<file path="src/rtl/step_pulse_monitor.sv">
// step_pulse_monitor: decodes a STEP/DIR stream into position, count, period and phase.
// Optional DIR setup check: define STEP_MONITOR_DIR_SETUP_CHECK_EN.
module step_pulse_monitor #(
    parameter int WIDTH     = 32,
    parameter int MIN_HIGH  = 2,
    parameter int DIR_SETUP = 4
) (
    input  logic             clk,
    input  logic             reset,
    input  logic             enable,
    input  logic             clear,
    input  logic             step,
    input  logic             dir,
    input  logic [WIDTH-1:0] min_period,
    input  logic [WIDTH-1:0] max_period,
    output logic [WIDTH-1:0] position,
    output logic [WIDTH-1:0] step_count,
    output logic [WIDTH-1:0] last_period,
    output logic             period_valid,
    output logic [1:0]       phase,
    output logic             overspeed,
    output logic             stall,
    output logic             dir_error
);
    localparam int              RW      = $clog2(MIN_HIGH + 1);
    localparam logic [RW-1:0]   RUN_MAX = RW'(MIN_HIGH);
    localparam logic [RW-1:0]   RUN_PRE = RW'(MIN_HIGH - 1);
    localparam logic [WIDTH-1:0] ONE    = WIDTH'(1);

    localparam logic [1:0] PH_IDLE   = 2'b00;
    localparam logic [1:0] PH_ACCEL  = 2'b01;
    localparam logic [1:0] PH_CRUISE = 2'b10;
    localparam logic [1:0] PH_DECEL  = 2'b11;

    typedef enum logic [1:0] {
        S_IDLE,
        S_FIRST,
        S_RUN
    } state_t;

    state_t           state;
    logic [1:0]       step_sync;
    logic [1:0]       dir_sync;
    logic             step_s;
    logic             dir_s;
    logic [RW-1:0]    run_cnt;
    logic             qe;
    logic [WIDTH-1:0] pcnt;
    logic             timeout;
    logic [1:0]       run_phase;

    assign step_s  = step_sync[1];
    assign dir_s   = dir_sync[1];
    assign timeout = pcnt > max_period;

    always_ff @(posedge clk) begin
        if (reset) begin
            step_sync <= '0;
            dir_sync  <= '0;
        end else begin
            step_sync <= {step_sync[0], step};
            dir_sync  <= {dir_sync[0], dir};
        end
    end

    // qe is registered: it fires in the single cycle the run count sits at MIN_HIGH
    always_ff @(posedge clk) begin
        if (reset) begin
            run_cnt <= '0;
            qe      <= 1'b0;
        end else begin
            qe <= step_s && (run_cnt == RUN_PRE);
            if (!step_s)
                run_cnt <= '0;
            else if (run_cnt != RUN_MAX)
                run_cnt <= run_cnt + RW'(1);
        end
    end

    always_comb begin
        run_phase = PH_DECEL;
        unique case (1'b1)
            pcnt < last_period:  run_phase = PH_ACCEL;
            pcnt == last_period: run_phase = PH_CRUISE;
            default:             run_phase = PH_DECEL;
        endcase
    end

    always_ff @(posedge clk) begin
        if (reset) begin
            state        <= S_IDLE;
            position     <= '0;
            step_count   <= '0;
            last_period  <= '0;
            period_valid <= 1'b0;
            phase        <= PH_IDLE;
            overspeed    <= 1'b0;
            stall        <= 1'b0;
            pcnt         <= '0;
        end else begin
            period_valid <= 1'b0;
            stall        <= 1'b0;
            if (!enable) begin
                state <= S_IDLE;
                phase <= PH_IDLE;
            end else begin
                if (qe)
                    pcnt <= ONE;
                else if (pcnt <= max_period)
                    pcnt <= pcnt + ONE;
                if (qe) begin
                    step_count <= step_count + ONE;
                    position   <= position + (dir_s ? ONE : '1);
                end
                unique case (state)
                    S_IDLE: begin
                        if (qe)
                            state <= S_FIRST;
                    end
                    S_FIRST: begin
                        if (qe) begin
                            state        <= S_RUN;
                            last_period  <= pcnt;
                            period_valid <= 1'b1;
                            phase        <= PH_ACCEL;
                            if (pcnt < min_period)
                                overspeed <= 1'b1;
                        end else if (timeout) begin
                            state <= S_IDLE;
                        end
                    end
                    S_RUN: begin
                        if (qe) begin
                            last_period  <= pcnt;
                            period_valid <= 1'b1;
                            phase        <= run_phase;
                            if (pcnt < min_period)
                                overspeed <= 1'b1;
                        end else if (timeout) begin
                            state <= S_IDLE;
                            phase <= PH_IDLE;
                            stall <= 1'b1;
                        end
                    end
                    default: state <= S_IDLE;
                endcase
            end
            if (clear) begin
                position   <= '0;
                step_count <= '0;
                overspeed  <= 1'b0;
            end
        end
    end

`ifdef STEP_MONITOR_DIR_SETUP_CHECK_EN
    localparam int            DW   = $clog2(DIR_SETUP + 1);
    localparam logic [DW-1:0] DSET = DW'(DIR_SETUP);

    logic          dir_d;
    logic [DW-1:0] dir_age;

    always_ff @(posedge clk) begin
        if (reset) begin
            dir_d     <= 1'b0;
            dir_age   <= '0;
            dir_error <= 1'b0;
        end else begin
            dir_d <= dir_s;
            if (dir_s != dir_d)
                dir_age <= '0;
            else if (dir_age != DSET)
                dir_age <= dir_age + DW'(1);
            if (clear)
                dir_error <= 1'b0;
            else if (qe && enable && (dir_age < DSET))
                dir_error <= 1'b1;
        end
    end
`else
    logic unused_dir_setup;
    assign unused_dir_setup = ^DIR_SETUP;
    assign dir_error        = 1'b0;
`endif

endmodule

</file>
<file path="config.mk">
export PLATFORM = sky130hd
export DESIGN_NAME = step_pulse_monitor
export DESIGN_NICKNAME = d
export VERILOG_FILES = /design/src/rtl/step_pulse_monitor.sv
export SDC_FILE = /design/constraint.sdc
export NUM_CORES = 1
export LEC_CHECK = 0
export ABC_AREA = 0
export CELL_PAD_IN_SITES_DETAIL_PLACEMENT = 0
export CELL_PAD_IN_SITES_GLOBAL_PLACEMENT = 1
export CORE_ASPECT_RATIO = 2
export CORE_MARGIN = 1
export CORE_UTILIZATION = 30
export CTS_BUF_LIST = sky130_fd_sc_hd__clkbuf_4 sky130_fd_sc_hd__clkbuf_8
export CTS_CLUSTER_DIAMETER = 30
export CTS_CLUSTER_SIZE = 8
export DETAILED_ROUTE_END_ITERATION = 8
export GPL_ROUTABILITY_DRIVEN = 0
export PLACE_DENSITY_LB_ADDON = 0.1
export SLEW_MARGIN = 25
export SYNTH_ARGS = -nofsm -noshare
export SYNTH_HDL_FRONTEND = slang
export SYNTH_SLANG_ARGS = --single-unit
export TNS_END_PERCENT = 20
</file>
<file path="constraint.sdc">
create_clock -name clk -period 7.33 [get_ports clk]
set_input_delay 0.733 -clock clk [delete_from_list [all_inputs] [get_ports clk]]
set_output_delay 0.733 -clock clk [all_outputs]
set_load 0.05 [all_outputs]
</file>
# --- Yosys cells after proc, flatten, opt, wreduce, memory -nomap -nowiden ---
# Index checks and enable logic that the tools add are counted.
word_totals:
  reg_bits: 142
  input_bits: 70
  wordCells: 64
classes:
  addsub: 4
  magnitude_cmp: 4
  n_eq_ne: 9
  muxes: 14
  bitwise: 4
  reduce_logical: 16
op_table:
  columns: ["operator", "count"]
  rows:
  - ["32-bit two-way mux", 3]
  - ["32-bit by 1-bit adder with 32-bit output, second input constant", 2]
  - ["32-bit less-than comparator", 2]
  - ["32-bit adder", 1]
  - ["32-bit equality test", 1]
  - ["32-bit > comparator", 1]
  - ["32-bit less-or-equal comparator", 1]
  - ["2-bit two-way mux", 6]
  - ["2-bit != test, second input constant", 4]
  - ["2-bit one-hot mux with 2 select lines", 2]
  - ["2-bit OR reduction", 4]
  - ["2-bit one-hot mux with 3 select lines", 1]
  - ["2-bit AND reduction", 3]
  - ["3-bit AND reduction", 2]
  - ["2-bit by 1-bit equality test with 1-bit output, second input constant", 2]
  - ["1-bit NOT", 4]
  - ["4-bit AND reduction", 1]
  - ["2-bit nonzero test", 2]
  - ["4-bit OR reduction", 1]
  - ["3-bit != test, second input constant", 1]
  - ["3-bit OR reduction", 1]
  - ["2-bit by 1-bit adder with 2-bit output, second input constant", 1]
  - ["2-bit equality test, second input constant", 1]
  - ["2-bit zero test", 1]
  - ["2 further kinds", 3]

# --- Logic depth before layout (Yosys ltp) ---
logic_depth:
  depth_word: 4
  depth_mapped: 13

# --- Worst setup path before layout ---
# Ideal clock, no wire load.
synth_timing:
  kind: "register to register"
  start: "register dir_sync[1]"
  end: "register position[26]"
  setup_ps: 117
  arrival_ps: 2989
  setup_slack_ps: 4224
  path_stages_with_launch: 11
  n_path_buf: 0
  period_less_slack_ps: 3106
  path_cell_list: "dfxtp_1 -> inv_1 -> ha_1 -> a211oi_1 -> o21bai_1 -> a21o_1 -> and4_1 -> o21ai_1 -> a211oi_1 -> or3_1 -> a32o_1"
synth_between:
  elab_chain_len: 2
synth_lines:
  columns: ["item", "line", "rtl"]
  rows:
  - ["start: declaration", "43", "logic [1:0] dir_sync;"]
  - ["start signal: assignment", "62", "dir_sync <= {dir_sync[0], dir};"]
  - ["32-bit two-way mux", "113", "position <= position + (dir_s ? ONE : '1);"]
  - ["32-bit adder", "113", null]
  - ["end signal: assignment", "113", null]
  - ["end: declaration", "16", "output logic [WIDTH-1:0] position,"]
# No other way between the ends.
# A chain may end at the register's enable or synchronous reset.

# --- Worst setup path in the final report ---
layout_timing:
  start: "input port max_period[29]"
  end: "register pcnt[31]"
layout_between:
  elab_chain_len: 3
layout_lines:
  columns: ["item", "line", "rtl"]
  rows:
  - ["start: declaration", "15", "input logic [WIDTH-1:0] max_period,"]
  - ["32-bit less-or-equal comparator", "109", "else if (pcnt <= max_period)"]
  - ["2-bit nonzero test (no source line)", null, null]
  - ["2-bit AND reduction (no source line)", null, null]
  - ["end signal: assignment", "110", "pcnt <= pcnt + ONE;"]
  - ["end: declaration", "48", "logic [WIDTH-1:0] pcnt;"]
# No other way between the ends.

==> results.tsv <==
metric	value	unit
status	finished clean	
worst flop-to-flop path startpoint	pcnt[21]$_SDFFE_PP0P_	
internal cell power	0.00112	W
share of synthesized area occupied by flip-flops and latches	0.296	
unrepaired setup endpoints after global routing	no	
fraction of power spent switching nets	0.289	
clock latency reported for the late side of the worst-skew pair	490	ps
Period minus WS final	3720	ps
fraction of the cycle the final worst path needs	0.508	
leading register cell type out of synthesis	dfxtp_1	
start point of the worst min-delay path	step_sync[0]$_SDFF_PP0_	
VDD IR-drop max	0.000106	V
Gate power share	0.085	
Site Rows	92	
net count of the mapped netlist	1411	
number of DRC violations after detailed-routing iteration 0	257	
average instance area after synthesis	7.95	um^2
required time of the worst setup path	7750	ps
CTS H-tree depth	4	
register-to-register path setup slack	3760	ps
Core Area	31500	um^2
Starting Density	0.304	
count of cells resized by post-cts repair	0	
category of the worst setup path capture point	flip-flop	
unique cell type count in the Yosys netlist	58	
Post-Layout Cell Count	1803	
part of the power in the clock network	0.423	
area of the multi-input gates	6160	um^2
Largest stage delay, worst path	550	ps
Ys Warns	0	
CTS tree	built	
Setup Skew	17.0	ps
sequential cell fraction of total power	0.491	
total instance count after detailed placement	1770	
Storage cell area	2840	um^2
antenna violations before repair	1	
kind of path behind the tightest hold check	flip-flop to flip-flop	
Total Power	0.00158	W
number of filler cells placed in the layout	3382	
FMAX	269	MHz
hold-fix buffers at CTS	0	
TritonCTS sink count	142	
count of input and output buffers	170	
Yosys reg bits	142	
Total Routed Length	30.5	mm
drt drc	0	
pin count of the biggest net entering global routing	60	
die width	128	um
Final Setup Violations	0	
wire length per cell after detailed routing	16.9	um
Die Y-Extent	255	um
overall die area	32800	um^2
kind of start point of the critical path	primary input	
post-synthesis async set-or-reset flop share	0	
Switching Power	0.000456	W
Clock Tree Buf Depth	2	
setup total negative slack	0	ps
CTS Root Cell	clkbuf_8	
data arrival time of the critical path	4140	ps
summed area of non-filler cells in the final layout	12100	um^2
antenna-violating nets left	0	
critical path class	primary input to flip-flop	
CP max-delay cell	or4b_1	
first-pass GRT wire length	48.1	mm
power density of the placed cells	130	nW/um^2
post-DR vias/cell	4.94	
Post-Syn Instances	1207	
final net count	1570	
number of hold-slack violations in the final timing report	0	
worst slew pin tran	1020	ps
vias in the first global route	9043	
Leak Pwr	5.30	nW
P&R area growth vs syn	26.4	%
placed instance area	11700	um^2
area of the mapped netlist	9600	um^2
final-report max-slew violation count	0	
half-perimeter wire length after detailed placement	23.7	mm
I/O pins	172	
crit path max fanout	22	
number of clock buffers inserted by TritonCTS	17	
Worst-path clk slew	100	ps
global router's overall resource usage	0.194	
maximum capacitance violations	0	
number of buffer and inverter instances along the worst setup path	2	
cell type group with the largest total delay on the critical path	simple AND/OR/NAND/NOR gates	
residual overflow from global routing	0	
relative slew slack	0.315	
cell-by-cell trace of the critical path	clkdlybuf4s50_1 > inv_1 > ha_1 > nand4_2 > nor4_2 > nand2_1 > nor4_4 > a211o_4 > nand4_4 > or4b_1 > a21oi_1	
count of buffers added by post-CTS timing repair for setup	0	
via count	8905	
Crit. Startpoint	max_period[29]	
number of synthesized flops with an enable pin	0	
fraction of final layout cells sized beyond drive strength 1	0.0406	
first drt pass iteration count	4	
==> per-layer routing <==
| layer | vias up | GRT usage | routed length, um | share of wire |
|---|---|---|---|---|
| met5 | - | 0 | 0 | 0 |
| met4 | 0 | 0.0945 | 1210 | 0.039 |
| met3 | 41 | 0.0276 | 735 | 0.024 |
| met2 | 144 | 0.396 | 17600 | 0.58 |
| met1 | 4154 | 0.182 | 10900 | 0.36 |
| li1 | 4566 | - | - | - |
==> state kept, by name, indices dropped and copies added (netlist names) <==
name,count
last_period,32
run_cnt,2
pcnt,32
overspeed,1
step_count,32
stall,1
step_sync,2
phase,2
dir_sync,2
position,32
qe,1
period_valid,1
state,2
==> worst paths after layout <==
| check | depth (start not counted) | end |
|---|---|---|
| setup reg to reg | 10 | pcnt[31]$_SDFFE_PP0P_ |
| setup / recovery | 11 | pcnt[31]$_SDFFE_PP0P_ |
| hold / removal | 1 | step_sync[1]$_SDFF_PP0_ |
| hold reg to reg | 1 | step_sync[1]$_SDFF_PP0_ |
==> worst reg2reg max path, delay by kind of cell (launching register included) <==
family,cells,cell delay (ps)
AOI/OAI and AO/OA,7,1710
and+or+nand+nor,2,840
DFF,1,620
adders and majority gates,1,350
==> cell usage in the layout, fill, tap and decap left out, types with 17 or more instances in the layout <==
cell type	synthesis	layout
and3_1	23	22
ha_1	133	133
nand3_1	37	37
a21o_1	61	61
clkbuf_8	0	17
nor2_1	78	78
inv_1	120	120
o21ai_0	48	48
a21oi_1	129	129
nand2_1	148	147
or3_1	22	22
dfxtp_1	142	142
xnor2_1	22	22
xor2_1	35	35
clkdlybuf4s50_1	0	169
nand4_1	30	30
==> cell type report <==
| type | instances | share of cell area |
|---|---|---|
| antenna | 1 | 0.000206 |
| clock buffer | 17 | 0.0193 |
| clock inverter | 15 | 0.0138 |
| inverter | 120 | 0.0371 |
| multi-input combinational | 909 | 0.508 |
| sequential | 142 | 0.234 |
| tap | 423 | 0.0436 |
| timing repair buffer | 176 | 0.144 |
==> synth_stat cells, drive strengths merged, types with 2 or more instances <==
cell	count	area (um^2)
or3	22	138
nand3	37	185
nand2	148	556
or4	7	52.6
clkbuf	25	93.8
and4	11	98.8
and2	4	25.0
a31oi	4	25.0
dfxtp	142	2840
a21o	61	458
o21bai	5	37.5
a22oi	2	15.0
a211oi	13	97.6
o311ai	2	17.5
inv	120	450
a221o	5	50.1
and3	23	144
o31ai	5	37.5
a21oi	129	646
buf	11	61.3
nand4	37	293
o21a	4	30.0
ha	133	1660
xnor2	22	193
xor2	35	307
nor4	9	77.6
o21ai	52	260
nor3	13	81.3
nor2	78	293
nand2b	10	62.6
o211ai	8	60.1
o2111ai	3	26.3
nor2b	12	75.1
a211o	3	35.0
==> logic make-up (layout without fill, tap and decap cells) <==
logic type / Yosys count / in the layout / share of synthesized area
AND/OR/NAND/NOR: 416 / 416 / 0.221
flip-flops: 142 / 142 / 0.296
buffers and inverters: 156 / 328 / 0.0631
multiplexers: 1 / 1 / 0.00104
AO/OA/AOI/OAI: 300 / 300 / 0.191
adder cells (fa/ha/maj): 134 / 134 / 0.175
other: 1 / 2 / 0.000391
XOR/XNOR: 57 / 57 / 0.0520
==> per-stage QoR <==
| stage | utilization | hold WS (ps) | worst slack, ps |
|---|---|---|---|
| after floorplan | - | 414 | 4220 |
| after global placement | 0.372 | 449 | 3130 |
| after detailed placement | 0.372 | 454 | 3030 |
| after CTS | 0.384 | 468 | 3550 |
| after global routing | 0.385 | 486 | 3440 |
| final | 0.385 | 465 | 3610 |
==> power by group through the flow <==
| stage | combinational, W | clock (W) | sequential (W) |
|---|---|---|---|
| final | 0.000135 | 0.000668 | 0.000776 |
| after detailed placement | 0.000137 | 0 | 0.000794 |
| after floorplan | 0.0000745 | 0 | 0.000793 |
| after global routing | 0.000152 | 0.000733 | 0.000777 |
| after global placement | 0.000136 | 0 | 0.000794 |
| after CTS | 0.000138 | 0.000696 | 0.000776 |
(Power assumes the default switching activity.)
